$ cat src/rtl/connect_four_pkg.sv
`default_nettype none
// ============================================================================
// Module      : connect_four_pkg
// Description : Board geometry, piece codes, controller states and the line
//               direction deltas shared by the Connect Four move sequencer.
// Revision    : 1.0 - initial release
// ============================================================================
package connect_four_pkg;

    localparam int ROWS = 8;
    localparam int COLS = 8;

    localparam logic [1:0] c_EMPTY = 2'b00;
    localparam logic [1:0] c_P1    = 2'b01;
    localparam logic [1:0] c_P2    = 2'b10;

    typedef enum logic [2:0] {
        ST_INIT   = 3'd0,
        ST_IDLE   = 3'd1,
        ST_SCAN   = 3'd2,
        ST_WRITE  = 3'd3,
        ST_CHECK  = 3'd4,
        ST_FINISH = 3'd5
    } state_t;

    // Row/column step per direction: horizontal, vertical, diagonal, anti-diagonal
    localparam logic signed [1:0] c_DIR_DR [4] = '{2'sd0, 2'sd1, 2'sd1,  2'sd1};
    localparam logic signed [1:0] c_DIR_DC [4] = '{2'sd1, 2'sd0, 2'sd1, -2'sd1};

    function automatic logic [1:0] other_player(input logic [1:0] p);
        return (p == c_P1) ? c_P2 : c_P1;
    endfunction

endpackage
`default_nettype wire

$ cat src/rtl/connect_four_move_ctrl_if.sv
`default_nettype none
// ============================================================================
// Module      : connect_four_move_ctrl_if
// Description : Move request handshake plus board storage access bus.
//               slave  = move controller side, master = player/board side.
// Revision    : 1.0 - initial release
// ============================================================================
interface connect_four_move_ctrl_if;

    logic       move_valid;
    logic [2:0] move_col;
    logic       move_ready;
    logic       move_rejected;

    logic       brd_enable;
    logic [2:0] brd_row;
    logic [2:0] brd_col;
    logic [1:0] brd_data_in;
    logic       brd_write;
    logic       brd_drop_allowed;
    logic [1:0] brd_data_out;

    modport master (
        output move_valid, move_col, brd_drop_allowed, brd_data_out,
        input  move_ready, move_rejected, brd_enable, brd_row, brd_col,
               brd_data_in, brd_write
    );

    modport slave (
        input  move_valid, move_col, brd_drop_allowed, brd_data_out,
        output move_ready, move_rejected, brd_enable, brd_row, brd_col,
               brd_data_in, brd_write
    );

endinterface
`default_nettype wire

$ cat src/rtl/connect_four_line_walker.sv
`default_nettype none
// ============================================================================
// Module      : connect_four_line_walker
// Description : Walks the four line directions through the last placed piece,
//               one probe per cycle, counting same-colour neighbours on both
//               sides of the piece and flagging a win.
// Revision    : 1.0 - initial release
// ============================================================================
module connect_four_line_walker
#(
    parameter int ROWS    = 8,
    parameter int COLS    = 8,
    parameter int WIN_LEN = 4
)
(
    input  logic       clk,
    input  logic       rst_n,
    input  logic       start,
    input  logic       step,
    input  logic [2:0] row,
    input  logic [2:0] col,
    input  logic [1:0] player,
    input  logic [1:0] rd_data,
    output logic [2:0] probe_row,
    output logic [2:0] probe_col,
    output logic       probe_valid,
    output logic       done,
    output logic       win
);
    import connect_four_pkg::*;

    localparam logic [3:0] c_LAST_K = 4'(WIN_LEN - 1);

    logic [1:0] r_dir;
    logic       r_neg;
    logic [3:0] r_k;
    logic [3:0] r_run;

    logic signed [4:0] w_pr;
    logic signed [4:0] w_pc;
    logic              w_match;
    logic              w_side_end;
    logic [3:0]        w_run_nx;

    // Signed displacement k*d, negated while walking the minus side
    function automatic logic signed [4:0] offset(input logic signed [1:0] d,
                                                 input logic [3:0] k,
                                                 input logic neg);
        logic signed [4:0] v;
        if (d == 2'sd0)
            v = 5'sd0;
        else if (d > 2'sd0)
            v = signed'({1'b0, k});
        else
            v = -signed'({1'b0, k});
        return neg ? -v : v;
    endfunction

    // Probe address, bounds test and side/direction termination
    always_comb begin
        w_pr        = signed'({2'b00, row}) + offset(c_DIR_DR[r_dir], r_k, r_neg);
        w_pc        = signed'({2'b00, col}) + offset(c_DIR_DC[r_dir], r_k, r_neg);
        probe_valid = !w_pr[4] && (w_pr[3:0] < 4'(ROWS)) &&
                      !w_pc[4] && (w_pc[3:0] < 4'(COLS));
        probe_row   = w_pr[2:0];
        probe_col   = w_pc[2:0];
        w_match     = probe_valid && (rd_data == player);
        w_run_nx    = w_match ? (r_run + 4'd1) : r_run;
        w_side_end  = !w_match || (r_k == c_LAST_K);
        win         = step && w_side_end && r_neg && (w_run_nx >= c_LAST_K);
        done        = step && w_side_end && r_neg && (win || (r_dir == 2'd3));
    end

    // Direction / side / step / run counters
    always_ff @(posedge clk) begin
        if (!rst_n || start) begin
            r_dir <= 2'd0;
            r_neg <= 1'b0;
            r_k   <= 4'd1;
            r_run <= 4'd0;
        end else if (step) begin
            if (!w_side_end) begin
                r_k   <= r_k + 4'd1;
                r_run <= w_run_nx;
            end else if (!r_neg) begin
                r_neg <= 1'b1;
                r_k   <= 4'd1;
                r_run <= w_run_nx;
            end else begin
                r_neg <= 1'b0;
                r_k   <= 4'd1;
                r_run <= 4'd0;
                r_dir <= r_dir + 2'd1;
            end
        end
    end

endmodule
`default_nettype wire

$ cat src/rtl/connect_four_move_ctrl.sv
`default_nettype none
// ============================================================================
// Module      : connect_four_move_ctrl
// Description : Accepts column-drop requests, finds the landing row, writes
//               the mover's piece, checks for a line win and tracks turn,
//               draw and game-over status.
// Revision    : 1.0 - initial release
// ============================================================================
module connect_four_move_ctrl
#(
    parameter int ROWS         = 8,
    parameter int COLS         = 8,
    parameter int WIN_LEN      = 4,
    parameter int CLEAR_CYCLES = 64
)
(
    input  logic                    clk,
    input  logic                    rst_n,
    connect_four_move_ctrl_if.slave bus,
    output logic [1:0]              current_player,
    output logic                    game_over,
    output logic [1:0]              winner
);
    import connect_four_pkg::*;

    localparam int               c_CLR_W    = $clog2(CLEAR_CYCLES + 1);
    localparam logic [c_CLR_W-1:0] c_CLR_DONE = c_CLR_W'(CLEAR_CYCLES);

    state_t             r_state;
    state_t             w_state_nx;
    logic [c_CLR_W-1:0] r_clr_cnt;
    logic [2:0]         r_col;
    logic [2:0]         r_row;
    logic [3:0]         r_scan;
    logic [6:0]         r_pieces;
    logic [1:0]         r_player;
    logic               r_game_over;
    logic [1:0]         r_winner;
    logic               r_win;

    logic               w_accept;
    logic               w_land;
    logic               w_walk_start;
    logic               w_walk_step;
    logic [2:0]         w_probe_row;
    logic [2:0]         w_probe_col;
    logic               w_probe_valid;
    logic               w_walk_done;
    logic               w_walk_win;

    connect_four_line_walker #(
        .ROWS    (ROWS),
        .COLS    (COLS),
        .WIN_LEN (WIN_LEN)
    ) u_walker (
        .clk         (clk),
        .rst_n       (rst_n),
        .start       (w_walk_start),
        .step        (w_walk_step),
        .row         (r_row),
        .col         (r_col),
        .player      (r_player),
        .rd_data     (bus.brd_data_out),
        .probe_row   (w_probe_row),
        .probe_col   (w_probe_col),
        .probe_valid (w_probe_valid),
        .done        (w_walk_done),
        .win         (w_walk_win)
    );

    // State register
    always_ff @(posedge clk) begin
        if (!rst_n)
            r_state <= ST_INIT;
        else
            r_state <= w_state_nx;
    end

    // Next state, handshake and the single board access of each cycle
    always_comb begin
        w_state_nx        = r_state;
        bus.move_ready    = 1'b0;
        bus.move_rejected = 1'b0;
        bus.brd_enable    = 1'b0;
        bus.brd_row       = 3'd0;
        bus.brd_col       = 3'd0;
        bus.brd_data_in   = c_EMPTY;
        bus.brd_write     = 1'b0;
        w_accept          = 1'b0;
        w_land            = 1'b0;
        w_walk_start      = 1'b0;
        w_walk_step       = 1'b0;
        case (r_state)
            ST_INIT: begin
                if (r_clr_cnt == c_CLR_DONE)
                    w_state_nx = ST_IDLE;
            end
            ST_IDLE: begin
                bus.move_ready = !r_game_over;
                bus.brd_enable = 1'b1;
                bus.brd_col    = bus.move_col;
                if (bus.move_valid) begin
                    if (r_game_over || !bus.brd_drop_allowed) begin
                        bus.move_rejected = 1'b1;
                    end else begin
                        w_accept   = 1'b1;
                        w_state_nx = ST_SCAN;
                    end
                end
            end
            ST_SCAN: begin
                bus.brd_enable = 1'b1;
                bus.brd_row    = r_scan[2:0];
                bus.brd_col    = r_col;
                if (bus.brd_data_out == c_EMPTY) begin
                    w_land     = 1'b1;
                    w_state_nx = ST_WRITE;
                end else if (r_scan == 4'(ROWS - 1)) begin
                    // Column turned out full despite drop_allowed
                    bus.move_rejected = 1'b1;
                    w_state_nx        = ST_IDLE;
                end
            end
            ST_WRITE: begin
                bus.brd_enable  = 1'b1;
                bus.brd_write   = 1'b1;
                bus.brd_row     = r_row;
                bus.brd_col     = r_col;
                bus.brd_data_in = r_player;
                w_walk_start    = 1'b1;
                w_state_nx      = ST_CHECK;
            end
            ST_CHECK: begin
                w_walk_step = 1'b1;
                if (w_probe_valid) begin
                    bus.brd_enable = 1'b1;
                    bus.brd_row    = w_probe_row;
                    bus.brd_col    = w_probe_col;
                end
                if (w_walk_done)
                    w_state_nx = ST_FINISH;
            end
            ST_FINISH: begin
                w_state_nx = ST_IDLE;
            end
            default: begin
                w_state_nx = ST_INIT;
            end
        endcase
    end

    // Move datapath, piece count and game status
    always_ff @(posedge clk) begin
        if (!rst_n) begin
            r_clr_cnt   <= '0;
            r_col       <= 3'd0;
            r_row       <= 3'd0;
            r_scan      <= 4'd0;
            r_pieces    <= 7'd0;
            r_player    <= c_P1;
            r_game_over <= 1'b0;
            r_winner    <= c_EMPTY;
            r_win       <= 1'b0;
        end else begin
            if (r_state == ST_INIT && r_clr_cnt != c_CLR_DONE)
                r_clr_cnt <= r_clr_cnt + c_CLR_W'(1);
            if (w_accept) begin
                r_col  <= bus.move_col;
                r_scan <= 4'd0;
            end
            if (r_state == ST_SCAN && !w_land)
                r_scan <= r_scan + 4'd1;
            if (w_land)
                r_row <= r_scan[2:0];
            if (r_state == ST_WRITE)
                r_pieces <= r_pieces + 7'd1;
            if (r_state == ST_CHECK && w_walk_done)
                r_win <= w_walk_win;
            if (r_state == ST_FINISH) begin
                if (r_win) begin
                    r_game_over <= 1'b1;
                    r_winner    <= r_player;
                end else if (r_pieces == 7'(ROWS * COLS)) begin
                    r_game_over <= 1'b1;
                    r_winner    <= c_EMPTY;
                end else begin
                    r_player <= other_player(r_player);
                end
            end
        end
    end

    assign current_player = r_player;
    assign game_over      = r_game_over;
    assign winner         = r_winner;

endmodule
`default_nettype wire

$ cat src/flat_wrapper.sv
// flat-port wrapper written by rule: the top's interface ports become plain ports
module connect_four_move_ctrl_flat import connect_four_pkg::*;
#(
    parameter int ROWS         = 8,
    parameter int COLS         = 8,
    parameter int WIN_LEN      = 4,
    parameter int CLEAR_CYCLES = 64
)
  (clk, rst_n, current_player, game_over, winner, bus_move_valid, bus_move_col, bus_brd_drop_allowed, bus_brd_data_out, bus_move_ready, bus_move_rejected, bus_brd_enable, bus_brd_row, bus_brd_col, bus_brd_data_in, bus_brd_write);
  connect_four_move_ctrl_if bus_i ();
  input  logic clk;
  input  logic rst_n;
  output logic [1:0] current_player;
  output logic game_over;
  output logic [1:0] winner;
  input wire logic [$bits(bus_i.move_valid)-1:0] bus_move_valid;
  input wire logic [$bits(bus_i.move_col)-1:0] bus_move_col;
  input wire logic [$bits(bus_i.brd_drop_allowed)-1:0] bus_brd_drop_allowed;
  input wire logic [$bits(bus_i.brd_data_out)-1:0] bus_brd_data_out;
  output wire logic [$bits(bus_i.move_ready)-1:0] bus_move_ready;
  output wire logic [$bits(bus_i.move_rejected)-1:0] bus_move_rejected;
  output wire logic [$bits(bus_i.brd_enable)-1:0] bus_brd_enable;
  output wire logic [$bits(bus_i.brd_row)-1:0] bus_brd_row;
  output wire logic [$bits(bus_i.brd_col)-1:0] bus_brd_col;
  output wire logic [$bits(bus_i.brd_data_in)-1:0] bus_brd_data_in;
  output wire logic [$bits(bus_i.brd_write)-1:0] bus_brd_write;
  assign bus_i.move_valid = bus_move_valid;
  assign bus_i.move_col = bus_move_col;
  assign bus_i.brd_drop_allowed = bus_brd_drop_allowed;
  assign bus_i.brd_data_out = bus_brd_data_out;
  assign bus_move_ready = bus_i.move_ready;
  assign bus_move_rejected = bus_i.move_rejected;
  assign bus_brd_enable = bus_i.brd_enable;
  assign bus_brd_row = bus_i.brd_row;
  assign bus_brd_col = bus_i.brd_col;
  assign bus_brd_data_in = bus_i.brd_data_in;
  assign bus_brd_write = bus_i.brd_write;
  connect_four_move_ctrl #(.ROWS(ROWS), .COLS(COLS), .WIN_LEN(WIN_LEN), .CLEAR_CYCLES(CLEAR_CYCLES)) u_core (.clk(clk), .rst_n(rst_n), .bus(bus_i), .current_player(current_player), .game_over(game_over), .winner(winner));
endmodule
$ cat config.mk
export PLATFORM = sky130hd
export DESIGN_NAME = connect_four_move_ctrl_flat
export DESIGN_NICKNAME = d
export VERILOG_FILES = /design/src/rtl/connect_four_pkg.sv /design/src/rtl/connect_four_move_ctrl_if.sv /design/src/rtl/connect_four_line_walker.sv /design/src/rtl/connect_four_move_ctrl.sv /design/src/flat_wrapper.sv
export SDC_FILE = /design/constraint.sdc
export NUM_CORES = 1
export LEC_CHECK = 0
export CORE_AREA = 2 2 82 84
export DETAILED_ROUTE_END_ITERATION = 6
export DIE_AREA = 0 0 84 86
export PLACE_DENSITY = 0.69
export SLEW_MARGIN = 15
export SYNTH_ARGS = -nofsm -noshare
export SYNTH_HDL_FRONTEND = slang
export SYNTH_SLANG_ARGS = --single-unit
$ cat constraint.sdc
create_clock -name clk -period 5.2 [get_ports clk]
set_input_delay 1.04 -clock clk [delete_from_list [all_inputs] [get_ports clk]]
set_output_delay 1.04 -clock clk [all_outputs]
set_load 0.01 [all_outputs]
# Yosys cells after proc, flatten, opt, wreduce, memory -nomap -nowiden
# Cells that the tools add are included.
# totals
regBits	44
latchBits	0
mem_bits_rw	0
mem_bits_ro	0
in_bits	9
output_inout_bits	17
elab_cells	138
n_memories	0
# op_classes
add_sub_neg	11
multipliers	0
div_mod_pow	0
n_lt_le_gt_ge	6
n_eq_ne	18
shift	0
mux	51
bitwise	3
n_reduce_logical	35
# ops
operator	n
2-to-1 mux 5 bit	6
2-to-1 mux 3 bit	8
2-to-1 mux 4 bit	6
one-hot mux 3 bit (3 select lines)	2
one-hot mux 3 bit (6 select lines)	1
2-to-1 mux 1 bit	16
2-to-1 mux 2 bit	8
adder 7 x 1 -> 7 bit, second input constant	2
equality test 7 bit, second input constant	2
adder 4 x 1 -> 4 bit, second input constant	3
logical AND 1 bit	11
adder 4 x 5 -> 5 bit	2
negation 5 bit	2
binary-select mux 2 bit (select 2 bit)	2
less-than comparator 4 bit, second input constant	2
logical NOT 1 bit	7
!= test 7 bit, second input constant	1
equality test 3 x 2 -> 1 bit, second input constant	2
equality test 3 bit, second input constant	2
logical NOT 2 bit	3
AND reduction 3 bit	2
negation 4 -> 5 bit	1
AND reduction 5 bit	1
equality test 4 x 2 -> 1 bit, second input constant	1
21 further kinds	31

# Logic depth before layout (Yosys ltp)
# Gate-level depths: netlist (run 1).
# logic_depth
ltp_word	24
ltp_mapped	18
ltp_nobuf	16

# Cells and area by module
# A second synthesis (run 1) with hierarchy kept.
# unflattened
cells_unflattened	366
hier_area_um2	3118.0
# by_module_without_submodules
mod	instances	cells_each	area_per_inst_um2	seq_area_each_um2
connect_four_move_ctrl	1	198	1774.2	660.6
connect_four_line_walker	1	168	1343.8	220.2

# Least setup slack after synthesis (run 1)
# Ideal clock, no wire load.
# synth_path
kind	reg-to-output
from	register u_core.u_walker.r_k[1]
to	output bus_brd_col[0]
arrival_time_ps	3367
slack_ps	793
stages_incl_launch_ff	18
path_cell_list	dfxtp_1 buf_2 inv_1 ha_1 mux2i_1 or2_2 ha_1 nand2_1 o21ai_0 ha_1 a21o_1 a21o_1 nand3b_1 nor2_1 a31oi_1 nor3_1 a222oi_1 inv_1
# synth_via
elab_chain_len	12
word_cells_on_any_way	20
classes_between	add/sub (5); order compare (2); mux (8); reduce/logical (5)
# synth_lines
item	line_no	source
from (decl)	connect_four_line_walker.sv:36	logic [3:0] r_k;
from (signal assigned)	connect_four_line_walker.sv:83	r_k <= r_k + 4'd1;
negation 4 -> 5 bit	connect_four_line_walker.sv:55	v = -signed'({1'b0, k});
2-to-1 mux 5 bit	connect_four_line_walker.sv:52	else if (d > 2'sd0)
2-to-1 mux 5 bit	connect_four_line_walker.sv:50	if (d == 2'sd0)
negation 5 bit	connect_four_line_walker.sv:56	return neg ? -v : v;
2-to-1 mux 5 bit	connect_four_line_walker.sv:56	
adder 4 x 5 -> 5 bit	connect_four_line_walker.sv:61	w_pr = signed'({2'b00, row}) + offset(c_DIR_DR[r_dir], r_k, r_neg);
less-than comparator 4 bit / logical NOT 1 bit (equally long branches)	connect_four_line_walker.sv:63	probe_valid = !w_pr[4] && (w_pr[3:0] < 4'(ROWS)) &&
logical AND 1 bit (2 in series)	connect_four_line_walker.sv:63	
logical AND 1 bit *	connect_four_line_walker.sv:64	!w_pc[4] && (w_pc[3:0] < 4'(COLS));
2-to-1 mux 3 bit *	connect_four_move_ctrl.sv:135	if (w_probe_valid) begin
one-hot mux 3 bit (3 select lines) *	connect_four_move_ctrl.sv:93	case (r_state)
to (decl)	flat_wrapper.sv:24	output wire logic [$bits(bus_i.brd_col)-1:0] bus_brd_col;
# Every way passes the cells marked *; elsewhere a longest branch is shown, timed or not.

# Worst setup path after layout (run 1)
# layout_path
from	register u_core.u_walker.r_k[0]
to	output bus_brd_row[1]
# layout_via
elab_chain_len	12
word_cells_on_any_way	20
classes_between	add/sub (5); order compare (2); mux (8); reduce/logical (5)
# layout_lines
item	line_no	source
negation 4 -> 5 bit	connect_four_line_walker.sv:55	
2-to-1 mux 5 bit	connect_four_line_walker.sv:52	
2-to-1 mux 5 bit	connect_four_line_walker.sv:50	
negation 5 bit	connect_four_line_walker.sv:56	
2-to-1 mux 5 bit	connect_four_line_walker.sv:56	
adder 4 x 5 -> 5 bit	connect_four_line_walker.sv:61	
less-than comparator 4 bit / logical NOT 1 bit (equally long branches)	connect_four_line_walker.sv:63	
logical AND 1 bit (2 in series)	connect_four_line_walker.sv:63	
logical AND 1 bit	connect_four_line_walker.sv:64	
2-to-1 mux 3 bit *	connect_four_move_ctrl.sv:135	
one-hot mux 3 bit (3 select lines) *	connect_four_move_ctrl.sv:93	
to (decl)	flat_wrapper.sv:23	output wire logic [$bits(bus_i.brd_row)-1:0] bus_brd_row;
# Marks and branches as above.

==> run summary, run 1 <==
run status = completed
Post-CTS Hold Fix Bufs = 0
P per Cell Area = 274 nW/um2
Synth area leaders = sky130_fd_sc_hd__dfxtp_1, sky130_fd_sc_hd__ha_1, sky130_fd_sc_hd__xnor2_1
path depth of the worst reg2reg path = 17
combined flip-flop and latch cell area = 882 um2
netlist area before placement = 3090 um2
Net Count, Synth = 396
Longest Clk Path Bufs = 2
met2 Track Usage GR = 30.3%
number of antenna repair diodes = 0
Post-synth top flop = sky130_fd_sc_hd__dfxtp_1
Slew HR = 34.2%
detailed placement HPWL = 4910 um
Clock Skews = 0.00935 ns
combinational cell fraction of total power = 30.9%
total clock sinks = 44
count of final max-slew check failures = 0
summed area of non-filler cells in the final layout = 3540 um2
global routing usage on met3 = 2.89%
WL per Instance = 14.6 um
met1 global-route usage = 27.5%
via count of the first global-routing pass = 2441
launch point of the worst path = u_core.u_walker.r_k[0]
sequential group share of total power = 40.6%
number of search-and-repair iterations in the first detailed-routing pass = 7
residual DRC count = 0
mean instance size in the synthesized netlist = 8.44 um2
max-cap violations = 0
fin crit share = 96.7%
total congestion overflow after global routing = 0
count of standard-cell rows = 29
setup slack after placement = 0.445 ns
Yosys cell types = 65
cell taking the most area after synthesis = sky130_fd_sc_hd__dfxtp_1
global placer's final weighted congestion = 0.810
highest clock rate = 0.199 GHz
fraction of final layout cells with drive strength greater than 1 = 8.18%
total routing resource utilization after global routing = 19.4%
via count = 2633
slack of the critical path = 0.173 ns
fraction of the yosys area taken by sequential cells = 28.5%
number of violations reported at the end of detailed-routing iteration 0 = 223
Psw = 0.329 mW
clock latency on the worst-skew pair = 0.31 ns
initial antenna violation count = 0
Leakage = 1.55 nW
mean number of vias per cell = 5.63
launching element type of the critical path = register
cell chosen for the clock root = sky130_fd_sc_hd__clkbuf_8
count of buffers inserted at the top-level ports = 25
wire length reported by the detailed router = 6830 um
commonest non-fill, non-tap cell in the layout = sky130_fd_sc_hd__dfxtp_1
switching power as a share of total power = 33.8%
cell internal power dissipation = 0.643 mW
wire length of the first global-routing pass = 11500 um
multi-input logic area = 2030 um2
total number of nets in the final design = 420
die width = 84 um
relative contribution of the clock network to total power = 28.5%
core outline area = 6280 um2
total CTS buffers = 5
overall power after layout = 0.972 mW
initial cell density of the core = 49.2%
worst IR drop on VDD = 194 uV
Synth top area share = 28.5%
largest fanout on the critical path = 4
routing layer with the top usage in global route = met2
Critical R2R Capture = u_core.r_state[0]
internal reg-to-reg setup slack = 1.18 ns
CTS tree = done
count of flip-flops with a built-in enable after synthesis = 0
ports placed on the boundary = 26
worst hold-check path type = register to register
summed negative setup slack over all endpoints = 0 ns
Slew @ Worst Pin = 0.984 ns
Placement Cell Area = 3390 um2
Worst-path clk slew = 0.10 ns
most used cells in the layout excluding fill and tap cells = sky130_fd_sc_hd__dfxtp_1, sky130_fd_sc_hd__nand2_1, sky130_fd_sc_hd__nor2_1
flip-flop and latch count after synthesis = 44
crit path to = bus_brd_row[1]
Crit path required time = 4.16 ns
number of H-tree branching levels = 2
Reg2Reg Launch Point = u_core.u_walker.r_k[0]
largest net degree at the start of global routing = 34
DRT antenna net count = 0
count of yosys warnings during synthesis = 0
count of final hold-check violations = 0
Critical Path Sink Type = output pin
count of final setup violators = 0
number of filler instances in the final layout = 600
Post-Synthesis Cells = 366
Syn-to-layout area delta = 14.6%
async set-reset flop share out of synthesis = 0%
path type of the worst setup path = register to output pin
worst path arrival time = 3.99 ns
final critical path time including I/O delays and setup = 5.03 ns
die outline area = 7220 um2
Die H = 86 um
[per-stage QoR]
| stage | hold WS (ns) | util [%] | cells |
|---|---|---|---|
| finish | 0.515 | 56.4 | 468 |
| global route | 0.546 | 56.4 | 468 |
| CTS | 0.524 | 55.9 | 466 |
| detailed placement | 0.500 | 54.0 | 458 |
| global placement | 0.483 | 54.0 | 458 |
| floorplan | 0.470 | - | 366 |
[per-layer routing]
layer / wire length [um] / vias up
met5: 0 / -
met4: 56 / 0
met3: 286 / 4
met2: 3040 / 49
met1: 3440 / 1238
li1: - / 1342
[power groups by stage]
stage	logic (mW)	registers, mW	clock network [mW]
2_1_floorplan	0.224	0.386	0
3_3_place_gp	0.298	0.402	0
3_5_place_dp	0.302	0.402	0
4_1_cts	0.304	0.395	0.284
5_1_grt	0.337	0.400	0.293
6_report	0.300	0.395	0.277
[logic make-up (layout without fill, tap and decap cells)]
| logic type | count (synthesis) | in the layout | synth area share (%) |
|---|---|---|---|
| multiplexers | 15 | 15 | 4.94 |
| AND/OR/NAND/NOR | 150 | 150 | 26.4 |
| buffers and inverters | 40 | 65 | 5.79 |
| XOR/XNOR | 29 | 29 | 8.22 |
| AO/OA/AOI/OAI | 67 | 67 | 17.2 |
| flip-flops | 44 | 44 | 28.5 |
| adder cells (fa/ha/maj) | 21 | 21 | 8.99 |
[Yosys cell counts, drive strengths merged, types with 2 or more instances]
cell     number
a2111oi       5
a211oi        3
a21boi        5
a21o          3
a21oi        10
a222oi        6
a31o          2
a31oi         5
a32oi         3
a41o          2
and2         15
and3          4
buf           8
clkbuf        8
dfxtp        44
fa            2
ha           19
inv          23
mux2          2
mux2i        13
nand2        30
nand2b       11
nand3         8
nand3b        2
nand4         9
nor2         29
nor2b        22
nor3          5
nor4          4
nor4b         3
o21ai         9
o21bai        2
o22ai         2
or3           3
xnor2        19
xor2         10
[cell type report]
cell class	instances	share of cell area [%]
Tap cell	77	2.72
Inverter	24	2.54
Clock buffer	5	1.94
Sequential cell	44	24.9
Timing Repair Buffer	33	9.19
Multi-Input combinational cell	282	57.4
Clock inverter	3	1.31
[critical path, stage by stage (launching register included)]
cell	delay, ns
sky130_fd_sc_hd__dfxtp_1	0.34
sky130_fd_sc_hd__inv_1	0.06
sky130_fd_sc_hd__ha_1	0.31
sky130_fd_sc_hd__mux2i_1	0.08
sky130_fd_sc_hd__or2_2	0.29
sky130_fd_sc_hd__ha_1	0.29
sky130_fd_sc_hd__nand2_1	0.06
sky130_fd_sc_hd__o21ai_1	0.11
sky130_fd_sc_hd__ha_1	0.32
sky130_fd_sc_hd__a21o_1	0.18
sky130_fd_sc_hd__a21o_1	0.21
sky130_fd_sc_hd__nand3b_1	0.20
sky130_fd_sc_hd__nor2_1	0.13
sky130_fd_sc_hd__a31oi_1	0.07
sky130_fd_sc_hd__nor3_1	0.20
sky130_fd_sc_hd__buf_4	0.16
sky130_fd_sc_hd__a222oi_1	0.08
sky130_fd_sc_hd__inv_1	0.08
sky130_fd_sc_hd__clkdlybuf4s50_1	0.52
[state kept, by name (all words and copies together), names as in the netlist, 3 cells and up]
| register | cells |
|---|---|
| u_core.r_scan | 4 |
| u_core.u_walker.r_k | 4 |
| u_core.r_row | 3 |
| u_core.r_col | 3 |
| u_core.u_walker.r_run | 4 |
| u_core.r_pieces | 7 |
| u_core.r_state | 3 |
| u_core.r_clr_cnt | 7 |
[what timing repair did]
action,4_1_cts,5_1_grt
setup endpoints to repair,0,7
gates resized for setup,0,9
setup buffers,0,2
[how the worst min path moves through the flow]
stage / startpoint / end / slack [ns] / depth (start not counted)
5_1_grt: u_core.r_scan[3] / u_core.r_scan[3] / 0.55 / 2
3_3_place_gp: u_core.r_scan[3] / u_core.r_scan[3] / 0.48 / 2
6_report: u_core.r_scan[3] / u_core.r_scan[3] / 0.52 / 2
4_1_cts: u_core.r_scan[3] / u_core.r_scan[3] / 0.52 / 2
3_5_place_dp: u_core.winner[1] / u_core.winner[1] / 0.50 / 2
2_1_floorplan: u_core.r_scan[3] / u_core.r_scan[3] / 0.47 / 2
(Power assumes the default switching activity.)
==> run 2, diff against run 1 <==
- CORE_AREA: 2 2 82 84 -> 2 2 91 76
- CTS_BUF_LIST: default -> sky130_fd_sc_hd__clkbuf_16
- DIE_AREA: 0 0 84 86 -> 0 0 93 78
- TNS_END_PERCENT: default -> 100
==> run summary, run 2 (synthesis gave the netlist of run 1 again) <==
initial cell density of the core = 49.5%
Post-CTS Hold Fix Bufs = 0
launching element type of the critical path = register
total routing resource utilization after global routing = 19.9%
Crit path required time = 4.16 ns
final critical path time including I/O delays and setup = 4.93 ns
largest fanout on the critical path = 6
total congestion overflow after global routing = 0
Longest Clk Path Bufs = 2
via count = 2662
wire length reported by the detailed router = 6960 um
number of search-and-repair iterations in the first detailed-routing pass = 5
cell count after placement = 464
fraction of final layout cells with drive strength greater than 1 = 8.23%
worst path arrival time = 3.89 ns
WL per Instance = 14.7 um
Worst-path clk slew = 0.06 ns
library cell contributing the largest single delay on the critical path = sky130_fd_sc_hd__clkdlybuf4s50_1
final non-filler cell total = 473
count of final setup violators = 0
Largest regs = u_core.r_clr_cnt (7), u_core.r_pieces (7)
Placement Cell Area = 3390 um2
Slew @ Worst Pin = 0.907 ns
count of final max-slew check failures = 0
summed area of non-filler cells in the final layout = 3610 um2
number of H-tree branching levels = 2
worst IR drop on VDD = 148 uV
summed negative setup slack over all endpoints = 0 ns
Die H = 78 um
number of violations reported at the end of detailed-routing iteration 0 = 234
fin crit share = 94.9%
core outline area = 6250 um2
most used cell, CP = sky130_fd_sc_hd__ha_1
highest clock rate = 0.203 GHz
run status = completed
CTS tree = done
Syn-to-layout area delta = 17.0%
mean number of vias per cell = 5.63
most used cells in the layout excluding fill and tap cells = sky130_fd_sc_hd__dfxtp_1, sky130_fd_sc_hd__nand2_1, sky130_fd_sc_hd__nor2_1
via count of the first global-routing pass = 2373
count of buffers inserted at the top-level ports = 25
worst hold margin = 0.506 ns
number of antenna repair diodes = 0
slack of the critical path = 0.266 ns
die outline area = 7250 um2
cell chosen for the clock root = sky130_fd_sc_hd__clkbuf_16
ports placed on the boundary = 26
total clock sinks = 44
total number of nets in the final design = 418
clock latency on the worst-skew pair = 0.28 ns
worst hold-check path type = register to register
combined buffer and inverter count along the critical path = 4
utilization after layout = 57.9%
P per Cell Area = 295 nW/um2
global placer's final weighted congestion = 0.841
overall power after layout = 1.07 mW
Critical Path Sink Type = output pin
Slew HR = 39.4%
commonest non-fill, non-tap cell in the layout = sky130_fd_sc_hd__dfxtp_1
setup slack after placement = 0.308 ns
max-cap violations = 0
maximum cell stage delay along the critical path = 0.48 ns
largest net degree at the start of global routing = 34
total CTS buffers = 5
residual DRC count = 0
die width = 93 um
wire length of the first global-routing pass = 11600 um
unrepaired setup endpoints after global routing = false
initial antenna violation count = 0
count of standard-cell rows = 26
Clock Skews = 0.00581 ns
Leakage = 1.53 nW
cells along the critical path = inv_1 -> ha_1 -> nand2b_1 -> ha_1 -> nand2_1 -> o21ai_1 -> ha_1 -> a21o_1 -> and3b_1 -> mux2_2 -> a31oi_4 -> nor3_1 -> buf_4 -> a222oi_1 -> inv_1 -> clkdlybuf4s50_1
cell family with most CP delay = compound AO/OA/AOI/OAI gates
detailed placement HPWL = 4960 um
count of final hold-check violations = 0
path type of the worst setup path = register to output pin
number of filler instances in the final layout = 572
DRT antenna net count = 0
==> run 2: cell count changes in the layout (fill, tap and decap cells not counted), sizes merged <==
cell	previous run	this run
clkinv	1	2
clkdlybuf4s50	19	21
dlymetal6s2s	6	4
clkinvlp	1	0
buf	8	6
==> run 2: path summary, 6_finish.rpt <==
path                            start            endpoint  slack, ns  depth (start not counted)
min reg2reg        u_core.r_pieces[1]  u_core.r_pieces[1]       0.51                          2
max reg2reg  u_core.u_walker.r_dir[0]   u_core.r_state[0]       1.32                         15
min                u_core.r_pieces[1]  u_core.r_pieces[1]       0.51                          2
max          u_core.u_walker.r_dir[0]      bus_brd_col[0]       0.27                         16
==> run 2: routing by layer <==
metal / global-route usage, % / wire (um) / up-vias
met3: 3.69 / 379 / 9
met2: 27.1 / 2810 / 77
met1: 31.3 / 3690 / 1239
li1: - / - / 1337
met4: 5.74 / 85 / 0
met5: 0 / 0 / -
==> run 2: what timing repair did <==
| action | CTS | global route |
|---|---|---|
| resized for setup | 1 | 12 |
| setup buffers | 0 | 1 |
| pin swaps | 0 | 1 |
| endpoints found under the setup margin | 7 | 7 |
==> run 2: layout make-up <==
class / count / area [um2] / share of cell area (%)
repair buffers: 31 / 305 / 8.45
flip-flops and latches: 44 / 883 / 24.4
inverters: 24 / 90.1 / 2.49
multi-input cells: 282 / 2070 / 57.2
well taps: 84 / 105 / 2.91
clock inverters: 3 / 38.8 / 1.07
clock buffers: 5 / 125 / 3.46
==> run 2: power breakdown <==
part	internal [mW]	leakage (nW)	switching [mW]
Clock	0.224	0.0850	0.133
Sequential	0.361	0.356	0.0343
Combinational	0.141	1.09	0.172
Total	0.726	1.53	0.339
==> run 2: tightest hold or removal path, cell delays in order (launching register included) <==
cell and delay, ns:
sky130_fd_sc_hd__dfxtp_1 0.34, sky130_fd_sc_hd__nand2_1 0.06, sky130_fd_sc_hd__a21boi_0 0.07
==> patch (flow settings as in run 1) <==
Re-encode `state_t` (6 states) as one-hot, 6 bits wide.
--- a/src/rtl/connect_four_pkg.sv
+++ b/src/rtl/connect_four_pkg.sv
@@ -14,13 +14,13 @@
     localparam logic [1:0] c_P1    = 2'b01;
     localparam logic [1:0] c_P2    = 2'b10;
 
-    typedef enum logic [2:0] {
-        ST_INIT   = 3'd0,
-        ST_IDLE   = 3'd1,
-        ST_SCAN   = 3'd2,
-        ST_WRITE  = 3'd3,
-        ST_CHECK  = 3'd4,
-        ST_FINISH = 3'd5
+    typedef enum logic [5:0] {
+        ST_INIT   = 6'b000001,
+        ST_IDLE   = 6'b000010,
+        ST_SCAN   = 6'b000100,
+        ST_WRITE  = 6'b001000,
+        ST_CHECK  = 6'b010000,
+        ST_FINISH = 6'b100000
     } state_t;
 
     // Row/column step per direction: horizontal, vertical, diagonal, anti-diagonal
Check against the original RTL: same outputs for any inputs over 10 cycles, from zero or initial values and one cycle with rst_n low; not proved beyond that.
==> patch against run 1 <==
Design area up 2.9%. Via count grew 3.1%. Count of clock-buffer cells in the layout stayed put. Global-route usage shrank 0.058 points. Sequential cell count increased by 3. Setup slack improved by 0.086 ns. Synthesized area grew 0.32%. Routed wire length is 0.41% higher. Register-to-register slack better by 0.19 ns.
Power is not compared: it rests on default switching activity, and its combinational part moved more than twofold at a synthesized area within 25%.
==> patch: results (changes against run 1) <==
| Metric | Value |
|---|---|
| DR iter-0 viols | 158 (was 223) |
| Worst Hold Class | reg2reg (unchanged) |
| Top cells by area, synth | dfxtp_1, ha_1, nand2_1 (was dfxtp_1, ha_1, xnor2_1) |
| Port Buffers | 25 (unchanged) |
| Status | finished, final reports clean (unchanged) |
| First-pass GRT wire length | 11600 um (was 11500 um) |
| Synth Warn # | 0 (unchanged) |
| Crit path max-delay cell type | or3b_4 (was clkdlybuf4s50_1) |
| Via count | 2715 (was 2633) |
| Antenna Cells | 0 (unchanged) |
| Register area share after synthesis | 30.4% (was 28.5%) |
| Slew HR | 34.0% (was 34.2%) |
| Placed insts | 477 (was 458) |
| DRT Pass-1 Iters | 4 (was 7) |
| Share of cells above drive strength 1 | 9.44% (was 8.18%) |
| Placed instance area | 3440 um2 (was 3390 um2) |
| Placer congestion estimate | 0.864 (was 0.810) |
| Gr usage total | 19.4% (about the same) |
| Filler instances | 583 (was 600) |
| Clock tree buffer depth | 2 (unchanged) |
| Crit path DAT | 3.90 ns (was 3.99 ns) |
| Nets | 442 (was 420) |
| Worst Path Max Fanout | 6 (was 4) |
| Post-synthesis net count | 412 (was 396) |
| Vias in the first global route | 2536 (was 2441) |
| Via density | 5.54 (was 5.63) |
| Number of library cell types mapped by synthesis | 57 (was 65) |
| Pre-CTS setup slack | 0.0472 ns (was 0.445 ns) |
| Syn Inst Count | 382 (was 366) |
| CTS Buf Count | 5 (unchanged) |
| Slowest stage delay, CP | 0.43 ns (was 0.52 ns) |
| CP delay by family, top | adder cells (unchanged) |
| Leak Pwr | ~1.5 nW |
| Final Skew | 0.00909 ns (was 0.00935 ns) |
| Detailed Place HPWL | 5070 um (was 4910 um) |
| Top flop regs | u_core.r_clr_cnt (7), u_core.r_pieces (7), u_core.r_state (6) (was u_core.r_clr_cnt (7), u_core.r_pieces (7)) |
| CTS HTree Levels | 2 (unchanged) |
| Post-synth top cells | nand2_1, dfxtp_1, inv_1, ha_1, nor2_1 (was dfxtp_1, nand2_1, nor2_1, inv_1, nor2b_1) |
| Largest net degree at the start of global routing | 37 (was 34) |
| PwrDens | approximately 210 nW/um2 |
| Wire per inst | 14.0 um (was 14.6 um) |
-- patch: cell count changes in the layout (fill, tap and decap cells not counted), moves of 7 or more --
cell / before / now
nand2_1: 30 / 51
nor2_1: 29 / 18
o21ai_0: 5 / 16
nor2b_1: 22 / 13
nand3_1: 8 / 16
a22oi_1: 0 / 7
-- patch: layer usage --
metal,up-vias,global-route usage [%],wire length [um]
met2,61,32.0,3100
met1,1248,26.3,3420
met3,8,3.56,254
met4,0,5.13,82
li1,1398,-,-
met5,-,0,0
-- patch: timing repair --
item,in CTS,in global routing
setup buffers,2,3
resized for setup,7,10
pin swaps,4,2
setup endpoints to repair,7,5
hold endpoints to repair,0,0
-- patch: final cells by class --
cell class,instances,area share (%)
repair buffers,36,9.20
multi-input cells,302,56.4
clock inverters,3,1.96
inverters,20,2.06
clock buffers,5,1.89
well taps,77,2.64
flip-flops and latches,47,25.8
-- patch: power by group through the flow --
stage	sequential [W]	clock, W	combinational (W)
6_report	0.000378	0.000331	0.0000581
5_1_grt	0.000379	0.000355	0.0000670
4_1_cts	0.000378	0.000341	0.0000581
2_1_floorplan	0.000383	0	0.0000426
3_3_place_gp	0.000385	0	0.0000574
3_5_place_dp	0.000386	0	0.0000575
-- patch: logic make-up after synthesis --
group,after synthesis,share of synthesized area (%)
compound gates,86,19.1
buf+inv,33,4.08
fa+ha+maj,21,8.96
simple gates,160,26.7
flops,47,30.4
xor+xnor,27,8.15
mux,8,2.62
-- patch: final timing paths --
kind	start	endpoint	slack, ns	depth (start not counted)
hold reg to reg	u_core.r_scan[3]	u_core.r_scan[3]	0.45	1
hold / removal	u_core.r_scan[3]	u_core.r_scan[3]	0.45	1
setup reg to reg	u_core.u_walker.r_dir[0]	u_core.u_walker.r_run[3]	1.37	14
setup / recovery	u_core.u_walker.r_k[0]	bus_brd_col[1]	0.26	16
